==> src/rtl/mem_port_arbiter.sv <==
// Shares one data-bus port between the page-table walker, the memory stage and fetch.
// Optional build macro MEM_ARB_RR_EN: round-robin between mem and fetch (ptw stays highest).
package common;
    typedef enum logic [2:0] {
        MSIZE1 = 3'd0,
        MSIZE2 = 3'd1,
        MSIZE4 = 3'd2,
        MSIZE8 = 3'd3
    } msize_t;

    typedef struct packed {
        logic        valid;
        logic [63:0] addr;
        msize_t      size;
        logic [7:0]  strobe;
        logic [63:0] data;
    } dbus_req_t;

    typedef struct packed {
        logic        addr_ok;
        logic        data_ok;
        logic [63:0] data;
    } dbus_resp_t;

    typedef struct packed {
        logic        valid;
        logic [63:0] addr;
    } ibus_req_t;

    typedef struct packed {
        logic        addr_ok;
        logic        data_ok;
        logic [31:0] data;
    } ibus_resp_t;
endpackage

module mem_port_arbiter
    import common::*;
(
    input  logic       clk,
    input  logic       reset,
    input  dbus_req_t  ptw_req,
    output dbus_resp_t ptw_resp,
    input  dbus_req_t  mem_req,
    output dbus_resp_t mem_resp,
    input  ibus_req_t  if_req,
    output ibus_resp_t if_resp,
    output dbus_req_t  dreq,
    input  dbus_resp_t dresp,
    output logic [2:0] grant,
    output logic       busy
);

    typedef enum logic [1:0] {IDLE, ADDR, DATA} state_t;

    state_t     state_reg;
    logic [2:0] grant_reg;
    logic [2:0] valids;
    logic [2:0] winner;
    logic       granted_valid;
    logic       resp_en;
    dbus_req_t  fetch_dreq;

    assign valids = {if_req.valid, mem_req.valid, ptw_req.valid};

`ifdef MEM_ARB_RR_EN
    // Set when fetch won the last mem/fetch arbitration; reset value makes mem win first.
    logic last_fetch_reg;

    always_comb begin
        winner = 3'b000;
        if (valids[0])
            winner = 3'b001;
        else if (valids[1] && valids[2])
            winner = last_fetch_reg ? 3'b010 : 3'b100;
        else if (valids[1])
            winner = 3'b010;
        else if (valids[2])
            winner = 3'b100;
    end

    always_ff @(posedge clk) begin
        if (reset)
            last_fetch_reg <= 1'b1;
        else if (state_reg == IDLE && (winner[1] || winner[2]))
            last_fetch_reg <= winner[2];
    end
`else
    always_comb begin
        winner = 3'b000;
        if (valids[0])
            winner = 3'b001;
        else if (valids[1])
            winner = 3'b010;
        else if (valids[2])
            winner = 3'b100;
    end
`endif

    assign granted_valid = |(grant_reg & valids);

    always_comb begin
        fetch_dreq        = '0;
        fetch_dreq.valid  = if_req.valid;
        fetch_dreq.addr   = if_req.addr;
        fetch_dreq.size   = MSIZE4;
    end

    // grant_reg is zero in IDLE, so dreq falls back to all-zero there.
    always_comb begin
        dreq = '0;
        unique case (grant_reg)
            3'b001:  dreq = ptw_req;
            3'b010:  dreq = mem_req;
            3'b100:  dreq = fetch_dreq;
            default: dreq = '0;
        endcase
    end

    // An aborting requester sees nothing even if the bus answers in that cycle.
    assign resp_en = (state_reg == DATA) || (state_reg == ADDR && granted_valid);

    always_comb begin
        ptw_resp = '0;
        mem_resp = '0;
        if_resp  = '0;
        if (resp_en && grant_reg[0])
            ptw_resp = dresp;
        if (resp_en && grant_reg[1])
            mem_resp = dresp;
        if (resp_en && grant_reg[2]) begin
            if_resp.addr_ok = dresp.addr_ok;
            if_resp.data_ok = dresp.data_ok;
            if_resp.data    = if_req.addr[2] ? dresp.data[63:32] : dresp.data[31:0];
        end
    end

    always_ff @(posedge clk) begin
        if (reset) begin
            state_reg <= IDLE;
            grant_reg <= 3'b000;
        end else begin
            unique case (state_reg)
                IDLE: begin
                    if (|valids) begin
                        grant_reg <= winner;
                        state_reg <= ADDR;
                    end
                end
                ADDR: begin
                    if (!granted_valid || (dresp.addr_ok && dresp.data_ok)) begin
                        grant_reg <= 3'b000;
                        state_reg <= IDLE;
                    end else if (dresp.addr_ok) begin
                        state_reg <= DATA;
                    end
                end
                DATA: begin
                    if (dresp.data_ok) begin
                        grant_reg <= 3'b000;
                        state_reg <= IDLE;
                    end
                end
                default: begin
                    grant_reg <= 3'b000;
                    state_reg <= IDLE;
                end
            endcase
        end
    end

    assign grant = grant_reg;
    assign busy  = (state_reg != IDLE);

endmodule

==> config.mk <==
export PLATFORM = sky130hd
export DESIGN_NAME = mem_port_arbiter
export DESIGN_NICKNAME = d
export VERILOG_FILES = /design/src/rtl/mem_port_arbiter.sv
export SDC_FILE = /design/constraint.sdc
export NUM_CORES = 1
export LEC_CHECK = 0
export CAP_MARGIN = 30
export CORE_AREA = 2 2 278 280
export DETAILED_ROUTE_END_ITERATION = 7
export DIE_AREA = 0 0 280 282
export GPL_ROUTABILITY_DRIVEN = 0
export MAX_ROUTING_LAYER = met4
export PLACE_DENSITY = 0.31
export SLEW_MARGIN = 20
export SYNTH_ARGS = -nofsm -noshare
export SYNTH_HDL_FRONTEND = slang
export SYNTH_SLANG_ARGS = --single-unit
==> constraint.sdc <==
create_clock -name clk -period 1.89 [get_ports clk]
set_clock_uncertainty 0.2 [all_clocks]
set_input_delay 0.2835 -clock clk [delete_from_list [all_inputs] [get_ports clk]]
set_output_delay 0.2835 -clock clk [all_outputs]
set_load 0.02 [all_outputs]
==> flow_metrics.py, run 1 <==
metrics = {
    "drt": {
        "via_count": 8234,
        "routed_wl_mm": 46.72,
        "ant_nets": 0,
        "drtPass1Iterations": 4,
        "drtIter0Drc": 208,
        "routedWlPerCell_um": 19.48,
        "post-route-drc-count": 0,
        "via_per_inst": 3.434,
    },
    "power": {
        "p_sw_w": 0.001532,
        "clkPwrFrac_pct": 8.8,
        "intPower_w": 0.002380,
        "peakVddDrop_mv": 0.2416,
        "p_sw_share_pct": 39.16,
        "pwr_density_cell_mw_per_mm2": 248.3,
        "power.total_w": 0.003911,
        "pwr-share-seq_pct": 3.0,
        "power_leakage_nw": 7.361,
        "combPwrFrac_pct": 88.2,
    },
    "grt": {
        "antenna_found_initial": 5,
        "grt_pass1_wl_mm": 59.04,
        "grt_pass1_vias": 8200,
        "grt_max_degree": 71,
        "overflow": 0,
        "grt_usage_pct": 10.45,
    },
    "yosys": {
        "synth_area_mm2": 0.003686,
        "ys.flop_type": "dfxtp_1",
        "synth_top_area_share_pct": 22.57,
        "ys_warn_count": 0,
        "synth.area.top_cells": "and3_1, a22o_1, a22oi_1, o21ai_0, mux2i_1",
        "synth_cell_types": 28,
        "ys_seq_elements": 5,
        "async_reset_ff_share_pct": 0,
        "synth_common_cells": "and3_1, a22o_1, nand2_1, o21ai_0, a22oi_1",
        "synth-edff-count": 0,
        "syn_area_per_cell_um2": 6.258,
        "postSynthCellCount": 589,
        "ys_seq_area_share_pct": 2.716,
        "synth_top_cell_by_area": "and3_1",
        "synth_nets": 1002,
        "synth_most_common_cell": "and3_1",
    },
    "setup_path": {
        "cp_max_fo": 5,
        "crit_path_end": "ptw_resp[53]",
        "start_kind": "flip-flop",
        "cpPeakStageDelay_ns": 0.34,
        "crit_cells": 10,
        "cp-end-kind": "primary output",
        "r2r_end": "grant[0]",
        "r2r-start": "state_reg[1]",
        "worst-r2r-setup-slack_ns": 0.06,
        "slowest_stage": "dfxtp_4",
        "cp-startpoint": "grant[2]",
        "crit_buf_inv": 7,
        "reg2reg_depth": 5,
        "path_delay_family": "buffers and inverters",
        "critPathKind": "flip-flop to primary output",
        "critPathRequiredTime_ns": 1.41,
        "path_cells": "a222oi_1 -> buf_4 -> o21ai_4 -> buf_12 -> buf_6 -> buf_12 -> buf_16 -> buf_8 -> and3_4 -> buf_6",
        "critPathArrivalTime_ns": 2.15,
    },
    "floorplanning": {
        "start_util_pct": 4.870,
        "core_mm2": 0.07570,
        "dieWidth_um": 280,
        "die_y_um": 282,
        "io_pins": 723,
        "die_area_mm2": 0.07896,
        "rows": 101,
    },
    "cts": {
        "cts_buffers": 3,
        "clkSinkCount": 5,
        "cts_buffer_depth": 2,
        "cts_tree": "built",
        "cts_hold_buf": 0,
        "clkTransAtPathRegs_ns": 0.03,
        "htree_num_levels": 1,
        "cts_root_buf": "clkbuf_16",
        "insertion_delay_ns": 0.23,
    },
    "final_layout": {
        "syn2layout_area_growth_pct": 327.3,
        "utilization_pct": 20.81,
        "regArea_um2": 111.4,
        "multi_input_area_mm2": 0.004681,
        "fillers": 8324,
        "largest_register_ffs": 3,
        "final_nets": 1832,
        "final_area_mm2": 0.01575,
        "drive_gt1_share_pct": 52.26,
    },
    "timing": {
        "maxSlewViolCount": 0,
        "tightest_slew_ns": 0.5639,
        "setup_ws_ns": -0.7446,
        "fin_crit_sh_pct": 139.4,
        "maxSlewHeadroom_pct": 62.40,
        "fin_crit_ns": 2.635,
        "timing.hold.ws_ns": 0.3517,
        "setup_viol": 312,
        "fmax_mhz": 379.6,
        "hold_viol": 0,
        "rsz0062_at_grt": "true",
    },
    "status": {
        "failed_checks": "setup timing",
        "status": "complete, but fails checks",
    },
    "worst_hold_path": {
        "worstHoldPathType": "flip-flop to flip-flop",
    },
    "placement": {
        "pre_cts_ws_ns": -1.097,
        "dp_hpwl_mm": 35.56,
        "postPlaceCellArea_mm2": 0.01363,
        "io_buffers": 722,
    },
    "job": {
        "maxCapViolations": 0,
    },
}
metal layers:
layer | track usage, % | wire, um | vias up | part of all wire, %
li1 | - | - | 3927 | -
met1 | 11.20 | 17550 | 3873 | 38
met2 | 20.51 | 25840 | 416 | 55
met3 | 1.806 | 2931 | 18 | 6.3
met4 | 0.9324 | 399 | 0 | 0.85
met5 | - | 0 | - | 0
placed cells by master, fill, tap and decap left out, types with 9 or more instances in the layout:
| master | count |
|---|---|
| a22o_1 | 12 |
| a22o_4 | 62 |
| a22oi_1 | 57 |
| and3_1 | 75 |
| and3_4 | 55 |
| buf_12 | 43 |
| buf_16 | 9 |
| buf_2 | 37 |
| buf_4 | 148 |
| buf_6 | 187 |
| buf_8 | 17 |
| clkbuf_16 | 15 |
| clkdlybuf4s50_1 | 413 |
| dlymetal6s2s_1 | 27 |
| mux2i_1 | 32 |
| nand2_1 | 28 |
| nand2_2 | 16 |
| nand2_4 | 24 |
| nor2_2 | 32 |
| o21ai_2 | 61 |
through the flow:
| stage | setup TNS [ns] | instances |
|---|---|---|
| 2_1_floorplan | -50.82 | 589 |
| 3_3_place_gp | -250.33 | 2296 |
| 3_5_place_dp | -245.54 | 2296 |
| 4_1_cts | -221.75 | 2326 |
| 5_1_grt | -183.76 | 2398 |
| 6_report | -161.45 | 2398 |
area by class of cell:
class	count	area share [%]
Multi-Input combinational cell	501	29.72
Antenna cell	2	0.03178
Timing Repair Buffer	906	61.23
Inverter	2	0.04766
Tap cell	978	7.769
Clock buffer	4	0.5005
Sequential cell	5	0.7070
logic make-up (layout without fill, tap and decap cells):
logic type,after synthesis,count (layout),synth area share (%)
compound gates,218,218,42.02
mux,32,32,8.690
other cells,0,2,0
flops,5,5,2.716
buf+inv,83,912,11.00
simple gates,251,251,35.57
worst min path at each step:
stage                            start            to  slack [ns]  depth (start not counted)
after floorplan                  reset      grant[0]        0.15                          1
after global placement    state_reg[1]  state_reg[0]        0.34                          2
after detailed placement  state_reg[1]  state_reg[0]        0.34                          2
after CTS                 state_reg[1]  state_reg[0]        0.35                          2
after global routing      state_reg[1]  state_reg[0]        0.38                          2
final                     state_reg[1]  state_reg[0]        0.35                          2
worst reg2reg max path, stage by stage, from the launching register on:
cell and delay [ns]:
dfxtp_1 0.30, buf_4 0.15, or4_1 0.52, a21oi_1 0.29, o21ai_0 0.14, a21oi_1 0.16
power groups by stage:
stage | registers (W) | clock network (W) | logic, W
after floorplan | 0.000125 | 0 | 0.00109
after global placement | 0.000122 | 0 | 0.00301
after detailed placement | 0.000121 | 0 | 0.00300
after CTS | 0.000117 | 0.000349 | 0.00318
after global routing | 0.000117 | 0.000353 | 0.00364
final | 0.000116 | 0.000344 | 0.00345
timing repair:
item,CTS,global route
gates cloned,11,13
setup endpoints to repair,313,314
pin swaps,6,42
resized for setup,776,842
buffers inserted,15,65
(Power assumes the default switching activity.)
==> inputs of run 2 (changes only) <==
--- a/config.mk
+++ b/config.mk
@@ -11,7 +11,8 @@
 export DIE_AREA = 0 0 280 282
 export GPL_ROUTABILITY_DRIVEN = 0
 export MAX_ROUTING_LAYER = met4
-export PLACE_DENSITY = 0.31
+export PLACE_DENSITY = 0.42
+export SETUP_SLACK_MARGIN = 0.3
 export SLEW_MARGIN = 20
 export SYNTH_ARGS = -nofsm -noshare
 export SYNTH_HDL_FRONTEND = slang
==> run 2 against run 1 <==
The run still ends with setup timing left. Die area unchanged. Utilization shrank 0.39 points. Cell area decreased by 1.9%. Global-route usage increased by 0.88 points. Critical path depth down 1. Clock power up 1%.
==> flow_metrics.py, run 2 (synthesis results as in run 1) <==
metrics = {
    "final_layout": {
        "largest_register_ffs": 3,
        "syn2layout_area_growth_pct": 319.4,
        "layout_common_cells": "clkdlybuf4s50_1, buf_6, buf_4",
        "final_cells": 2422,
        "drive_gt1_share_pct": 47.11,
        "layout_commonest_cell": "clkdlybuf4s50_1",
        "final_nets": 1851,
        "fillers": 8302,
        "regArea_um2": 111.4,
        "multi_input_area_mm2": 0.004183,
        "utilization_pct": 20.42,
    },
    "floorplanning": {
        "die_area_mm2": 0.07896,
        "rows": 101,
        "die_y_um": 282,
        "io_pins": 723,
        "core_mm2": 0.07570,
        "dieWidth_um": 280,
        "start_util_pct": 4.870,
    },
    "setup_path": {
        "critPathRequiredTime_ns": 1.41,
        "cp_max_fo": 6,
        "start_kind": "flip-flop",
        "critPathKind": "flip-flop to primary output",
        "critPathArrivalTime_ns": 2.09,
        "cpPeakStageDelay_ns": 0.35,
        "slowest_stage": "dfxtp_4",
        "path_cells": "a222oi_1 -> buf_4 -> o21ai_4 -> buf_12 -> buf_16 -> buf_16 -> buf_12 -> and3_4 -> buf_6",
        "reg2reg_depth": 5,
        "cp-end-kind": "primary output",
    },
    "cts": {
        "clkTransAtPathRegs_ns": 0.03,
        "cts_buffer_depth": 2,
        "clkSinkCount": 5,
        "cts_buffers": 3,
        "cts_root_buf": "clkbuf_16",
        "insertion_delay_ns": 0.23,
        "cts_tree": "built",
        "htree_num_levels": 1,
    },
    "power": {
        "pwr-share-seq_pct": 3.2,
        "intPower_w": 0.002238,
        "peakVddDrop_mv": 0.2019,
        "pwr_density_cell_mw_per_mm2": 244.0,
        "clkPwrFrac_pct": 9.2,
        "p_sw_w": 0.001534,
        "combPwrFrac_pct": 87.6,
        "p_sw_share_pct": 40.66,
        "power_leakage_nw": 6.573,
    },
    "grt": {
        "grt_max_degree": 70,
        "overflow": 0,
        "grt_pass1_vias": 8276,
        "grt_pass1_wl_mm": 62.73,
        "antenna_found_initial": 11,
        "grt_usage_pct": 11.33,
    },
    "timing": {
        "maxSlewHeadroom_pct": 45.18,
        "setup_viol": 308,
        "fin_crit_ns": 2.574,
        "hold_viol": 0,
        "fmax_mhz": 388.5,
        "maxSlewViolCount": 0,
        "tightest_slew_ns": 0.8223,
        "fin_crit_sh_pct": 136.2,
        "rsz0062_at_grt": "true",
        "finalSetupTns_ns": -161.17,
        "setup_ws_ns": -0.6843,
    },
    "drt": {
        "via_count": 8564,
        "drtIter0Drc": 324,
        "post-route-drc-count": 0,
        "routed_wl_mm": 51.14,
        "routedWlPerCell_um": 21.12,
        "ant_nets": 0,
        "via_per_inst": 3.536,
        "drtPass1Iterations": 5,
    },
    "status": {
        "status": "complete, but fails checks",
        "failed_checks": "setup timing",
    },
    "worst_hold_path": {
        "worstHoldPathType": "flip-flop to flip-flop",
        "min_path_cells": 2,
    },
    "job": {
        "maxCapViolations": 0,
    },
    "placement": {
        "dp_hpwl_mm": 37.30,
        "post-place-cells": 2309,
        "pre_cts_ws_ns": -1.125,
        "io_buffers": 722,
    },
}
## run 2: changes by cell type in the layout (fill, tap and decap cells not counted), moves of 23 or more
cell,change
dlygate4sd2_1,+59
and3_4,+44
nand2_4,-23
a22o_4,-59
and3_1,-41
dlymetal6s2s_1,-27
a22o_1,+59
## run 2: cell type report
type                    count  share of cell area [%]
diodes                      7                  0.1133
clock buffers               4                  0.5099
inverters                   2                 0.04856
multi-input cells         501                   27.06
flip-flops and latches      5                  0.7204
well taps                 978                   7.916
repair buffers            925                   63.63
## run 2: path summary, 6_finish.rpt
check / from / endpoint / slack, ns
setup / recovery: grant[0] / ptw_resp[42] / -0.68
hold / removal: state_reg[1] / state_reg[0] / 0.34
setup reg to reg: state_reg[1] / grant[0] / 0.07
hold reg to reg: state_reg[1] / state_reg[0] / 0.34
## run 2: what timing repair did
item                                    4_1_cts  5_1_grt
hold buffers                                  0        0
endpoints found under the setup margin      315      314
pin swaps                                    11       21
gates resized for setup                     992      552
buffers inserted                             22       49
cloned                                       19       12
## run 2: worst max-delay path: cells and delay by family (launching register included)
family,cells,cell delay [ns]
simple gates,1,0.17
compound gates,2,0.43
buf+inv,6,0.89
flops,1,0.35
## run 2: metal layers
layer | vias to the layer above | wire length [um] | global-route usage [%]
met5 | - | 0 | -
met4 | 0 | 900 | 1.810
met3 | 42 | 3843 | 2.759
met2 | 444 | 24240 | 18.48
met1 | 4107 | 22160 | 14.34
li1 | 3971 | - | -
## run 2: power groups by stage
stage	clock network, W	logic [W]	registers (W)
floorplan	0	0.000951	0.000125
global placement	0	0.00283	0.000125
detailed placement	0	0.00283	0.000124
CTS	0.000352	0.00299	0.000120
global route	0.000363	0.00347	0.000121
finish	0.000348	0.00330	0.000119
## run 2: per-stage QoR
| step | hold WS, ns | power, W | area, um^2 |
|---|---|---|---|
| 2_1_floorplan | 0.1452 | 0.001077 | 4008 |
| 3_3_place_gp | 0.3293 | 0.002955 | 13030 |
| 3_5_place_dp | 0.3437 | 0.002955 | 13030 |
| 4_1_cts | 0.3457 | 0.003458 | 13990 |
| 5_1_grt | 0.3741 | 0.003955 | 15450 |
| 6_report | 0.3418 | 0.003772 | 15460 |
==> inputs of run 3 (changes only) <==
--- a/config.mk
+++ b/config.mk
@@ -6,12 +6,14 @@
 export NUM_CORES = 1
 export LEC_CHECK = 0
 export CAP_MARGIN = 30
-export CORE_AREA = 2 2 278 280
+export CELL_PAD_IN_SITES_DETAIL_PLACEMENT = 0
+export CELL_PAD_IN_SITES_GLOBAL_PLACEMENT = 1
+export CORE_AREA = 2 2 285 287
 export DETAILED_ROUTE_END_ITERATION = 7
-export DIE_AREA = 0 0 280 282
+export DIE_AREA = 0 0 287 289
 export GPL_ROUTABILITY_DRIVEN = 0
 export MAX_ROUTING_LAYER = met4
-export PLACE_DENSITY = 0.42
+export PLACE_DENSITY = 0.56
 export SETUP_SLACK_MARGIN = 0.3
 export SLEW_MARGIN = 20
 export SYNTH_ARGS = -nofsm -noshare
==> run 3 against run 2 <==
The flow still finishes with violations (setup timing). Critical path depth down 1. Routed wire length decreased by 12%. Via count is 4.5% lower. Global-route usage decreased by 2.1 points. Utilization is 3.5 points lower. Die area rose by 5.0%. Count of clock-buffer cells in the layout is the same. Cell area down 12%. Largest power group unchanged. Highest routed layer unchanged.
==> flow_metrics.py, run 3 (synthesis results as in run 1) <==
metrics = {
    "drt": {
        "via_count": 8182,
        "via_per_inst": 3.364,
        "drtIter0Drc": 359,
        "post-route-drc-count": 0,
        "drtPass1Iterations": 4,
        "ant_nets": 0,
        "routedWlPerCell_um": 18.42,
        "routed_wl_mm": 44.81,
    },
    "final_layout": {
        "layout_commonest_cell": "clkdlybuf4s50_1",
        "drive_gt1_share_pct": 36.26,
        "syn2layout_area_growth_pct": 267.4,
        "layout_common_cells": "clkdlybuf4s50_1, buf_4, and3_1",
        "final_nets": 1782,
        "largest_register_ffs": 3,
    },
    "setup_path": {
        "critPathRequiredTime_ns": 1.41,
        "cp_max_fo": 8,
        "critPathKind": "flip-flop to primary output",
        "start_kind": "flip-flop",
        "cp-end-kind": "primary output",
        "critPathArrivalTime_ns": 2.22,
    },
    "cts": {
        "insertion_delay_ns": 0.23,
        "cts_buffers": 3,
        "cts_tree": "built",
        "cts_buffer_depth": 2,
        "cts_root_buf": "clkbuf_16",
        "clkTransAtPathRegs_ns": 0.03,
        "clkSinkCount": 5,
        "htree_num_levels": 1,
        "cts_hold_buf": 0,
    },
    "floorplanning": {
        "start_util_pct": 4.614,
        "dieWidth_um": 287,
        "io_pins": 723,
        "core_mm2": 0.07990,
        "die_y_um": 289,
        "rows": 104,
        "die_area_mm2": 0.08294,
    },
    "grt": {
        "grt_pass1_vias": 7951,
        "grt_usage_pct": 9.210,
        "antenna_found_initial": 7,
        "grt_pass1_wl_mm": 55.28,
        "grt_max_degree": 69,
        "overflow": 0,
    },
    "worst_hold_path": {
        "worstHoldPathType": "flip-flop to flip-flop",
    },
    "placement": {
        "dp_hpwl_mm": 34.52,
        "io_buffers": 722,
    },
    "timing": {
        "setup_viol": 314,
        "fin_crit_ns": 2.700,
        "finalSetupTns_ns": -184.69,
        "fmax_mhz": 370.3,
        "rsz0062_at_grt": "true",
        "maxSlewViolCount": 0,
        "tightest_slew_ns": 0.7513,
        "setup_ws_ns": -0.8103,
        "fin_crit_sh_pct": 142.9,
        "hold_viol": 0,
        "maxSlewHeadroom_pct": 49.92,
    },
    "power": {
        "pwr_density_cell_mw_per_mm2": 259.1,
        "power.total_w": 0.003509,
        "peakVddDrop_mv": 0.2348,
        "power_leakage_nw": 5.877,
    },
    "job": {
        "maxCapViolations": 0,
    },
    "status": {
        "status": "complete, but fails checks",
        "failed_checks": "setup timing",
    },
}
==> run 3: cell count changes in the layout (fill, tap and decap cells not counted), sizes merged <==
cell / previous run / this run
diode: 7 / 4
clkdlybuf4s50: 412 / 481
dlygate4sd2: 61 / 3
clkdlybuf4s15: 4 / 3
clkbuf: 26 / 62
buf: 426 / 311
==> run 3: cell type report <==
type / instances / area (um^2)
fillers: 9063 / 66350
multi-input cells: 501 / 3704
repair buffers: 856 / 8309
well taps: 1060 / 1326
flip-flops and latches: 5 / 108.9
inverters: 2 / 7.507
clock buffers: 4 / 78.83
diodes: 4 / 10.01
==> run 3: path summary, 6_finish.rpt <==
check | from | end | slack [ns] | cells past startpoint
hold / removal | state_reg[1] | state_reg[0] | 0.40 | 2
setup / recovery | grant[0] | dreq[90] | -0.81 | 8
hold reg to reg | state_reg[1] | state_reg[0] | 0.40 | 2
setup reg to reg | state_reg[1] | grant[0] | -0.12 | 5
==> run 3: power by group <==
group	leakage [nW]	switching [W]	internal, W
clock network	0.0382	0.0000658	0.000279
registers	0.0429	0.00000807	0.000112
logic	5.80	0.00133	0.00171
==> run 3: worst max-delay path, cell delays in order, from the launching register on <==
cell	delay (ns)
dfxtp_4	0.35
buf_4	0.14
nor3b_4	0.26
buf_12	0.21
clkbuf_16	0.17
buf_4	0.10
nand2_1	0.06
o21ai_2	0.05
clkdlybuf4s50_1	0.62
==> run 3: metrics by stage <==
step | area [um^2] | hold slack (ns) | instances | setup slack (ns) | utilization [%]
2_1_floorplan | 4008 | 0.1452 | 589 | -0.2838 | -
5_1_grt | 13540 | 0.4255 | 2431 | -0.9024 | 16.95
4_1_cts | 12920 | 0.4038 | 2393 | -0.8862 | 16.18
3_5_place_dp | 13130 | 0.3926 | 2381 | -1.358 | 16.43
6_report | 13540 | 0.3982 | 2432 | -0.8103 | 16.95
3_3_place_gp | 13130 | 0.3903 | 2381 | -1.415 | 16.43
==> run 3: metal layers <==
metal / vias to the layer above / wire [um] / GRT usage, %
li1: 3829 / - / -
met1: 3893 / 19050 / 11.63
met4: 0 / 471 / 0.6510
met2: 440 / 22020 / 15.86
met3: 20 / 3263 / 1.685
met5: - / 0 / -
==> run 3: repair_timing <==
action / 4_1_cts / 5_1_grt
pin swaps: 6 / 12
cloned: 5 / 13
gates resized for setup: 510 / 454
endpoints found under the setup margin: 315 / 315
endpoints found under the hold margin: 0 / 0
buffers inserted: 3 / 22
